$ cat src/rtl/mem_pkg.sv
// Shared definitions for the data-memory port arbiter: FSM encoding and
// store-starvation defaults.
package mem_pkg;

  typedef enum logic [1:0] {
    StIdle,
    StLdWait,
    StLdCapture,
    StCdbHold
  } arb_state_e;

  localparam int unsigned StarveLimitDefault = 2;

  // Width of a counter that must hold 0..limit; never narrower than one bit.
  function automatic int unsigned streak_width(input int unsigned limit);
    return (limit < 2) ? 1 : $clog2(limit + 1);
  endfunction

endpackage

$ cat src/rtl/dm_prio_sel.sv
// Store-over-load priority select with a saturating store-streak counter that
// hands the port to a waiting load after STARVE_LIMIT consecutive store grants.
module dm_prio_sel
  import mem_pkg::*;
#(
  parameter int unsigned STARVE_LIMIT = StarveLimitDefault
) (
  input  logic clk,
  input  logic rst,
  input  logic en,
  input  logic ld_valid,
  input  logic st_valid,
  output logic ld_grant,
  output logic st_grant
);

  localparam int unsigned StreakW = streak_width(STARVE_LIMIT);
  localparam logic [StreakW-1:0] Limit = StreakW'(STARVE_LIMIT);

  logic [StreakW-1:0] streak_q, streak_d;
  logic               starved;

  always_comb begin
    starved  = ld_valid && (streak_q == Limit);
    st_grant = en && st_valid && !starved;
    ld_grant = en && ld_valid && !st_grant;
  end

  // Streak only counts stores that actually made a load wait.
  always_comb begin
    streak_d = streak_q;
    if (!ld_valid || ld_grant) begin
      streak_d = '0;
    end else if (st_grant && (streak_q != Limit)) begin
      streak_d = streak_q + StreakW'(1);
    end
  end

  always_ff @(posedge clk or posedge rst) begin
    if (rst) begin
      streak_q <= '0;
    end else begin
      streak_q <= streak_d;
    end
  end

endmodule

$ cat src/rtl/dm_port_arbiter.sv
// Single data-memory port shared by the load buffer and ROB store commit; one
// access outstanding at a time, load results returned over a CDB handshake.
module dm_port_arbiter
  import mem_pkg::*;
#(
  parameter int unsigned STARVE_LIMIT = StarveLimitDefault
) (
  input  logic        clk,
  input  logic        rst,
  input  logic        ld_valid,
  output logic        ld_ready,
  input  logic [4:0]  ld_ROBEN,
  input  logic [31:0] ld_address,
  input  logic        st_valid,
  output logic        st_ready,
  input  logic [4:0]  st_ROBEN,
  input  logic [31:0] st_address,
  input  logic [31:0] st_data,
  output logic        dm_Read_en,
  output logic        dm_Write_en,
  output logic [4:0]  dm_ROBEN,
  output logic [31:0] dm_address,
  output logic [31:0] dm_data,
  input  logic [31:0] MEMU_Result,
  input  logic        MEMU_invalid_address,
  output logic        cdb_valid,
  input  logic        cdb_ready,
  output logic [4:0]  cdb_ROBEN,
  output logic [31:0] cdb_Result,
  output logic        cdb_exception
);

  arb_state_e state_q, state_d;
  logic       grant_en;
  logic       ld_grant, st_grant;

  // Readies stay low while reset is held even though the state reads idle.
  assign grant_en = (state_q == StIdle) && !rst;
  assign ld_ready = ld_grant;
  assign st_ready = st_grant;

  dm_prio_sel #(
    .STARVE_LIMIT(STARVE_LIMIT)
  ) u_prio_sel (
    .clk      (clk),
    .rst      (rst),
    .en       (grant_en),
    .ld_valid (ld_valid),
    .st_valid (st_valid),
    .ld_grant (ld_grant),
    .st_grant (st_grant)
  );

  always_comb begin
    state_d = state_q;
    unique case (state_q)
      StIdle:      if (ld_grant) state_d = StLdWait;
      StLdWait:    state_d = StLdCapture;
      StLdCapture: state_d = StCdbHold;
      StCdbHold:   if (cdb_ready) state_d = StIdle;
      default:     state_d = StIdle;
    endcase
  end

  always_ff @(posedge clk or posedge rst) begin
    if (rst) begin
      state_q <= StIdle;
    end else begin
      state_q <= state_d;
    end
  end

  // Memory request: enables pulse for one cycle, fields hold between grants.
  always_ff @(posedge clk or posedge rst) begin
    if (rst) begin
      dm_Read_en  <= 1'b0;
      dm_Write_en <= 1'b0;
      dm_ROBEN    <= '0;
      dm_address  <= '0;
      dm_data     <= '0;
    end else begin
      dm_Read_en  <= ld_grant;
      dm_Write_en <= st_grant;
      if (st_grant) begin
        dm_ROBEN   <= st_ROBEN;
        dm_address <= st_address;
        dm_data    <= st_data;
      end else if (ld_grant) begin
        dm_ROBEN   <= ld_ROBEN;
        dm_address <= ld_address;
      end
    end
  end

  // dm_ROBEN still carries the load tag in capture since no grant can intervene.
  always_ff @(posedge clk or posedge rst) begin
    if (rst) begin
      cdb_valid     <= 1'b0;
      cdb_ROBEN     <= '0;
      cdb_Result    <= '0;
      cdb_exception <= 1'b0;
    end else if (state_q == StLdCapture) begin
      cdb_valid     <= 1'b1;
      cdb_ROBEN     <= dm_ROBEN;
      cdb_Result    <= MEMU_Result;
      cdb_exception <= MEMU_invalid_address;
    end else if ((state_q == StCdbHold) && cdb_ready) begin
      cdb_valid <= 1'b0;
    end
  end

endmodule

$ cat config.mk
export PLATFORM = sky130hd
export DESIGN_NAME = dm_port_arbiter
export DESIGN_NICKNAME = d
export VERILOG_FILES = /design/src/rtl/mem_pkg.sv /design/src/rtl/dm_prio_sel.sv /design/src/rtl/dm_port_arbiter.sv
export SDC_FILE = /design/constraint.sdc
export NUM_CORES = 1
export LEC_CHECK = 0
export CAP_MARGIN = 30
export CELL_PAD_IN_SITES_DETAIL_PLACEMENT = 0
export CELL_PAD_IN_SITES_GLOBAL_PLACEMENT = 1
export CORE_UTILIZATION = 31
export DETAILED_ROUTE_END_ITERATION = 16
export PLACE_DENSITY_LB_ADDON = 0.25
export SLEW_MARGIN = 10
export SYNTH_ARGS = -nofsm -noshare
export SYNTH_HDL_FRONTEND = slang
export SYNTH_SLANG_ARGS = --single-unit
$ cat constraint.sdc
create_clock -name clk -period 5.18 [get_ports clk]
set_clock_uncertainty 0.2 [all_clocks]
set_input_delay 1.295 -clock clk [delete_from_list [all_inputs] [get_ports clk]]
set_output_delay 1.295 -clock clk [all_outputs]
set_load 0.01 [all_outputs]
After elaboration in Yosys (flattened, before gate mapping):

Index checks and enable logic that the tools add are counted.
W data, S select, Z words.

* flip-flop bits (word level): 114
* latch bits: 0
* memory bits (writable): 0
* memory bits (read-only): 0
* output and inout port bits: 112
* logic and storage cells: 48
* memories: 0

* add/subtract/negate cells: 1
* multiply operators: 0
* divide/modulo/power cells: 0
* magnitude comparators: 0
* equality and inequality tests: 7
* shifts and indexed selects: 0
* muxes and demuxes: 11
* bitwise gates (word level): 0
* reduce and logical (&&, ||, !) cells: 18

Operators with widths (number)
* $mux W32: 2
* $mux W5: 2
* $logic_and A1 B1 Y1: 8
* $mux W2: 4
* $pmux W2 S4: 1
* $eq A2 B2 Y1 const B: 3
* $ne A2 B2 Y1 const B: 3
* $reduce_bool A2 Y1: 3
* $logic_not A1 Y1: 4
* $add A2 B1 Y2 const B: 1
* $eq A2 B1 Y1 const B: 1
* $logic_not A2 Y1: 1
* $mux W1: 2
* $reduce_and A2 Y1: 1
* $logic_or A1 B1 Y1: 1

Logic depth before layout (Yosys ltp):

Gate-level depths: netlist of run 1.

* depth after elaboration: 8
* depth in mapped cells: 7

Cells and area by module:

From an unflattened synthesis of run 1, not the netlist that was laid out.

* cells, all modules: 345
* area total of the unflattened synthesis: 4723.3 um^2

Modules (own cells, without submodules)
* dm_port_arbiter: times used 1, cells each 329, area each 4578.1 um^2
* dm_prio_sel: times used 1, cells each 16, area each 145.1 um^2

Worst setup path after synthesis of run 1:

OpenSTA, ideal clock, no wires.

* path type: in2out
* start point: input port st_valid
* end point: output port ld_ready
* arrival: 1950 ps
* required time: 3685 ps
* setup slack: 1735 ps
* stages on the path: 3
* path through: and2b_1 -> nor4b_4 -> buf_2

* longest elaborated chain between the ends: 4

RTL lines
* start, declared: RTL line dm_port_arbiter.sv:14 `input logic st_valid,`
* $logic_and A1 B1 Y1 (2 in series): RTL line dm_prio_sel.sv:25 `st_grant = en && st_valid && !starved;`
* $logic_not A1 Y1: RTL line dm_prio_sel.sv:26 `ld_grant = en && ld_valid && !st_grant;`
* $logic_and A1 B1 Y1: RTL line dm_prio_sel.sv:26
* end, declared: RTL line dm_port_arbiter.sv:11 `output logic ld_ready,`

Every way passes these cells.

Worst setup path after layout of run 1:

* start point: input port ld_valid
* end point: output port ld_ready

* longest elaborated chain between the ends: 5
* elaborated cells on any way between the ends: 6
* those cells by class: 6 x reduce/logical

RTL lines
* start, declared: RTL line dm_port_arbiter.sv:10 `input logic ld_valid,`
* $logic_and A1 B1 Y1: RTL line dm_prio_sel.sv:24 `starved = ld_valid && (streak_q == Limit);`
* $logic_not A1 Y1: RTL line dm_prio_sel.sv:25
* $logic_and A1 B1 Y1: RTL line dm_prio_sel.sv:25
* $logic_not A1 Y1: RTL line dm_prio_sel.sv:26
* $logic_and A1 B1 Y1 (*): RTL line dm_prio_sel.sv:26

Mark *: on every way between the ends. The rest lies on a longest branch, timed or not.

==> results of run 1 <==
==> path summary, 6_finish.rpt <==
| kind | start | end | slack (ps) | cells past startpoint |
|---|---|---|---|---|
| min in group asynchronous | rst | cdb_Result[0]$_DFFE_PP0P_ | 1300 | 2 |
| max in group asynchronous | rst | dm_address[27]$_DFFE_PP0P_ | 2580 | 4 |
| min reg2reg | cdb_valid$_DFFE_PP0P_ | cdb_valid$_DFFE_PP0P_ | 290 | 1 |
| max | ld_valid | ld_ready | 820 | 4 |
| min | cdb_valid$_DFFE_PP0P_ | cdb_valid$_DFFE_PP0P_ | 290 | 1 |
| max reg2reg | state_q[0]$_DFFE_PP0P_ | dm_data[31]$_DFFE_PP0P_ | 2700 | 8 |
==> flip-flops by register name (all words and copies together) (netlist names) <==
name and count:
cdb_ROBEN 5, cdb_Result 32, cdb_exception 1, cdb_valid 1
dm_ROBEN 5, dm_Read_en 1, dm_Write_en 1, dm_address 32
dm_data 32, state_q 2, u_prio_sel.streak_q 2
==> cells by family after synthesis <==
group	share of synthesized area [%]
AOI/OAI and AO/OA	14.3
adders and majority gates	1.03
buffers and inverters	4.98
DFF	58.5
muxes	18.7
and+or+nand+nor	2.46
==> synthesized netlist by cell type (all sizes together) <==
library cell / number / area (um^2)
nor3b: 1 / 7.51
a311oi: 1 / 8.76
or3: 1 / 6.26
o311ai: 1 / 8.76
ha: 4 / 50.1
a21boi: 37 / 278
nor2b: 1 / 13.8
nand2: 4 / 15.0
o211ai: 1 / 7.51
a31o: 1 / 8.76
and2b: 2 / 15.0
or2: 1 / 6.26
nor2: 1 / 3.75
a21o: 1 / 7.51
nor3: 1 / 5.00
inv: 6 / 27.5
o32ai: 1 / 8.76
buf: 23 / 215
mux2i: 1 / 10.0
mux2: 70 / 901
nor4b: 1 / 23.8
dfrtp: 114 / 2850
a221o: 37 / 370
nand2b: 1 / 6.26
nand3: 1 / 17.5
==> cell usage in the layout (no fill, tap or decap), types with 2 or more instances in the layout <==
cell,n
clkinv_2,2
buf_12,2
clkdlybuf4s50_1,255
clkinvlp_4,3
a21boi_0,27
ha_1,3
inv_1,3
inv_6,4
nand2_1,4
mux2_2,39
a21boi_1,10
mux2_4,30
buf_4,6
clkinv_4,3
and2b_1,2
bufinv_16,4
clkbuf_16,17
dfrtp_1,114
a221o_1,37
==> layout make-up <==
type	count	area [um^2]	area share [%]
clock buffers	17	425	5.17
repair buffers	264	2670	32.4
multi-input cells	170	1780	21.7
inverters	6	30.0	0.365
flip-flops and latches	114	2850	34.7
clock inverters	15	205	2.50
well taps	211	264	3.21
==> power by group <==
| group | leakage [uW] | total (uW) | internal (uW) | switching, uW |
|---|---|---|---|---|
| Combinational | 0.00174 | 2150 | 1380 | 766 |
| Clock | 0.000300 | 1250 | 809 | 437 |
| Sequential | 0.00138 | 1560 | 1320 | 241 |
| Total | 0.00342 | 4950 | 3510 | 1440 |
==> per-layer routing <==
metal	up-vias	GRT usage [%]	part of all wire, %
met5	-	0	0
met2	149	28.7	50
met3	17	6.45	7.1
met1	1836	19.8	40
met4	0	6.58	2.0
li1	1697	-	-
==> worst max-delay path: cells and delay by family <==
family	cells	cell delay, ps
and+or+nand+nor	1	320
buffers and inverters	3	1250
==> metrics by stage <==
| stage | std cells | power, uW | hold WS (ps) | cell area, um^2 |
|---|---|---|---|---|
| 2_1_floorplan | 313 | 2600 | 317 | 4870 |
| 3_3_place_gp | 762 | 3680 | 261 | 7530 |
| 3_5_place_dp | 763 | 3720 | 279 | 7550 |
| 4_1_cts | 795 | 5000 | 292 | 8180 |
| 5_1_grt | 797 | 5220 | 314 | 8220 |
| 6_report | 797 | 4950 | 292 | 8220 |
==> key figures, run 1 <==
Synthesis
  • Syn Std Cell Area: a little under 5000 um^2
  • Syn avg cell area: 15.6 um^2
  • #FFs+latches synth: approximately 110
  • Synth unique cells: 33
  • Cells after Synth: 313
  • Synth warnings: 0
  • Net Count, Synth: 461
  • Sequential share of the synthesized area: around 59%

STA
  • Final Slew Violations: 0
  • Final worst path period share: 84.2%
  • RSZ-0062 raised after global routing: false
  • Final setup TNS: 0 ps
  • Max_slew headroom: between 60% and 70%
  • Final hold viol count: 0
  • Peak Freq: approximately 230 MHz
  • Final setup fails: 0
  • Final worst path period need: approximately 4400 ps
  • Slack of the critical path: 820 ps
  • Worst Max-Slew Pin Slew: roughly 570 ps

Final layout
  • Final nets: 721
  • Layout area overhead: 68.7%
  • Ant diodes: 0
  • Fill count: 1333
  • Fraction of layout instances using a drive strength above 1: 20.0%
  • Final Util: 53.9%

Worst setup path
  • Slowest stage cell on the critical path: clkdlybuf4s50_1
  • CP cell instances: clkdlybuf4s50_1, inv_2, nor4b_4, clkdlybuf4s50_1
  • Type of origin of the critical path: input port
  • Critical path type: input port to output port
  • Crit path DAT: 2870 ps
  • CP Capture Type: output port
  • Slowest cell delay on critical path: 590 ps
  • Worst EP required: 3680 ps
  • Most common cell on crit path: clkdlybuf4s50_1
  • Worst Path Max Fanout: 5

GRT
  • Largest net degree at the start of global routing: 72
  • Number of global-route vias before repair: roughly 3900
  • Overflow after GRT: 0
  • GRT Util Overall: 17.1%
  • Global-route wire length before repair: 21100 um
  • Antenna violations before repair: 0

Flow run
  • Maxcap violations: 0

Die
  • Die Y: 127 um
  • Top-Level Pins: approximately 260
  • Initial Utilization: 31.9%
  • Die W: 127 um
  • # rows: 45
  • Core area: around 15000 um^2
  • Die area: 16200 um^2

CTS
  • CTS resizes: 0
  • Worst-path clk slew: 60 ps
  • Deepest clock path buffer count: 2
  • Root buf cell: clkbuf_16
  • TritonCTS clock tree: done
  • CTS Sinks: roughly 110
  • # H-tree levels: 4
  • CTS Buf Count: 17
  • Clk_lat worst skew: 410 ps
  • Post-CTS Setup Repair Bufs: 0
  • Post-CTS Hold Buffers: 0

Worst hold path
  • Hold Path Class: flop to flop

Drt
  • DRT Pass-1 Iters: 4
  • Antenna viol nets, final: 0
  • Total Wirelength: 13700 um
  • Remaining routing DRC violations: 0
  • DR vias: approximately 3700
  • Iteration-0 DRC Markers: 122
  • Routed wire per std cell: 17.2 um
  • Drt via density: 4.64

Status
  • Status: completed

Placed design
  • Dpl ws: between 800 and 900 ps
  • Routability cong.: roughly 0.73
  • Post-DP HPWL: ~9600 um
  • I/O Buffers: 255

Power and ir drop
  • VDD IR max: 0.000270 V
  • Leak Pwr: 0.00342 uW
  • Power density over the cells: 602 nW/um^2
(Power assumes the default switching activity.)
==> run 2, diff against run 1 <==
clock period = 4.1 ns   (was 5.18 ns; I/O delays follow)
==> run 2 against run 1 <==
Net effect:
- critical endpoint unchanged
- cell area decreased by 0.62%
- highest routed layer unchanged
- die area unchanged
- clock-buffer cell count grew 5
- setup slack got worse by 520 ps
- combinational power increased by 27%
==> key figures, run 2 (synthesized netlist as in run 1, its figures left out) <==
Die
  • Core area: 15300 um^2 (unchanged)
  • # rows: 45 (unchanged)
  • Die Y: 127 um (unchanged)
  • Die W: 127 um (unchanged)
  • Die area: 16200 um^2 (unchanged)
  • Top-Level Pins: 256 (unchanged)
  • Initial Utilization: 31.9% (unchanged)

STA
  • Final Slew Violations: 0 (unchanged)
  • Max_slew headroom: 59.1% (-3.0 points)
  • RSZ-0062 raised after global routing: false
  • Final worst path period need: about 3800 ps
  • Peak Freq: 263 MHz
  • Slack of the critical path: 303 ps (-517 ps)
  • Hold WS: 288 ps (-3.39 ps)
  • Worst Max-Slew Pin Slew: 614 ps (+45.7 ps)
  • Final setup fails: 0 (unchanged)
  • Final setup TNS: 0 ps (unchanged)
  • Final worst path period share: 92.6%
  • Final hold viol count: 0 (unchanged)

Drt
  • DRT Pass-1 Iters: 4 (unchanged)
  • Antenna viol nets, final: 0 (unchanged)
  • Routed wire per std cell: 17.1 um (-0.97%)
  • Total Wirelength: 13600 um (-0.97%)
  • DR vias: 3650 (-1.3%)
  • Iteration-0 DRC Markers: 167 (+37%)
  • Drt via density: 4.58 (-1.3%)
  • Remaining routing DRC violations: 0 (unchanged)

GRT
  • GRT Util Overall: 17.3% (+0.18 points)
  • Number of global-route vias before repair: 3817 (-1.9%)
  • Global-route wire length before repair: 21200 um (+0.56%)
  • Antenna violations before repair: 0 (unchanged)
  • Overflow after GRT: 0 (unchanged)
  • Largest net degree at the start of global routing: 69 (-4.2%)

Power and ir drop
  • Switching Fraction: 29.0% (-0.12 points)
  • VDD IR max: 0.000298 V (+10%)
  • Int Pwr: 4360 uW (+24%)
  • Clock power frac: 23.7% (-1.4 points)
  • Leak Pwr: 0.00341 uW (-0.35%)
  • Sequential share of power: 32.0% (+0.4 points)
  • Power density over the cells: 752 nW/um^2 (+25%)
  • Switching pwr: 1780 uW (+24%)
  • Comb pwr share: 44.3% (+1.0 points)

Final layout
  • Post-route cell area: 8170 um^2 (-0.62%)
  • Ant diodes: 0 (unchanged)
  • Fraction of layout instances using a drive strength above 1: 19.8% (-0.17 points)
  • Layout area overhead: 67.7%
  • Largest regs: cdb_Result x32, dm_address x32, dm_data x32
  • Most frequent cells in the layout: clkdlybuf4s50_1, dfrtp_1, mux2_2
  • Most common cell after layout, fill and taps aside: clkdlybuf4s50_1
  • Final nets: 721 (unchanged)
  • Fill count: 1320 (-0.98%)
  • Final Util: 53.6% (-0.34 points)

Worst setup path
  • Worst EP required: 2870 ps (-810 ps)
  • Worst Path Max Fanout: 3 (-2)
  • CP cell instances: clkdlybuf4s50_1, and2b_1, nor4b_4, clkdlybuf4s50_1
  • Reg2reg end: dm_data[31]$_DFFE_PP0P_
  • CP Capture Type: output port
  • Slowest stage cell on the critical path: clkdlybuf4s50_1
  • Type of origin of the critical path: input port
  • Crit path max-delay family: buffers and inverters
  • Worst Path Buf+Inv: 2 (-1)
  • Reg-to-Reg Start: state_q[0]$_DFFE_PP0P_
  • R2R cell count: 8 (unchanged)
  • Most common cell on crit path: clkdlybuf4s50_1
  • R2R Setup Slk: 1220 ps (-1480 ps)
  • Critical path type: input port to output port
  • WP depth: 4 (unchanged)
  • Slowest cell delay on critical path: 580 ps (about the same)
  • Crit path DAT: 2570 ps (-300 ps)

CTS
  • Root buf cell: clkbuf_16
  • Clk_lat worst skew: 400 ps (about the same)
  • CTS resizes: 0 (unchanged)
  • # H-tree levels: 4 (unchanged)
  • CTS Sinks: 114 (unchanged)
  • Worst-path clk slew: 50 ps (about the same)
  • TritonCTS clock tree: done
  • Deepest clock path buffer count: 2 (unchanged)
  • Post-CTS Hold Buffers: 0 (unchanged)
  • Post-CTS Setup Repair Bufs: 0 (unchanged)
  • CTS Buf Count: 17 (unchanged)

Worst hold path
  • Hold Startpoint: cdb_valid$_DFFE_PP0P_
  • Hold Path Class: flop to flop
  • Hold Path Depth: 1 (unchanged)
  • Hold endpoint: cdb_valid$_DFFE_PP0P_

Placed design
  • Routability cong.: 0.769 (+6.1%)
  • Post-DP HPWL: 9500 um (-1.3%)
  • Dpl ws: 294 ps (-531 ps)
  • I/O Buffers: 255 (unchanged)
  • DP Area: 7530 um^2 (-0.15%)

Flow run
  • Maxcap violations: 0 (unchanged)

Status
  • Status: completed
-- run 2: layer usage --
metal	up-vias	part of all wire, %	GRT usage (%)
met1	1791	40	20.3
met2	145	52	28.9
li1	1701	-	-
met4	0	1.5	6.16
met5	-	0	0
met3	13	7.1	6.62
-- run 2: power by group through the flow --
| stage | combinational (uW) | sequential, uW | clock [uW] |
|---|---|---|---|
| after CTS | 2750 | 1980 | 1500 |
| after global placement | 2690 | 1960 | 0 |
| final | 2720 | 1970 | 1460 |
| after detailed placement | 2740 | 1970 | 0 |
| after floorplan | 1090 | 2200 | 0 |
| after global routing | 2900 | 2040 | 1560 |
-- run 2: final cells by class --
cell class	count	area [um^2]	area share [%]
sequential	114	2850	34.9
timing repair buffer	264	2650	32.5
multi-input combinational	170	1780	21.8
clock buffer	22	484	5.92
tap	211	264	3.23
clock inverter	10	106	1.30
inverter	6	31.3	0.383
-- run 2: how the worst max path moves through the flow --
stage          startpoint        to  slack (ps)
2_1_floorplan    st_valid  ld_ready        1190
3_3_place_gp     st_valid  ld_ready         320
3_5_place_dp     st_valid  ld_ready         290
4_1_cts          st_valid  ld_ready         290
5_1_grt          st_valid  ld_ready         260
6_report         st_valid  ld_ready         300
-- run 2: through the flow --
stage               total power, uW  instances
detailed placement             4710        763
CTS                            6220        795
finish                         6150        797
global placement               4650        763
floorplan                      3290        313
global route                   6510        797
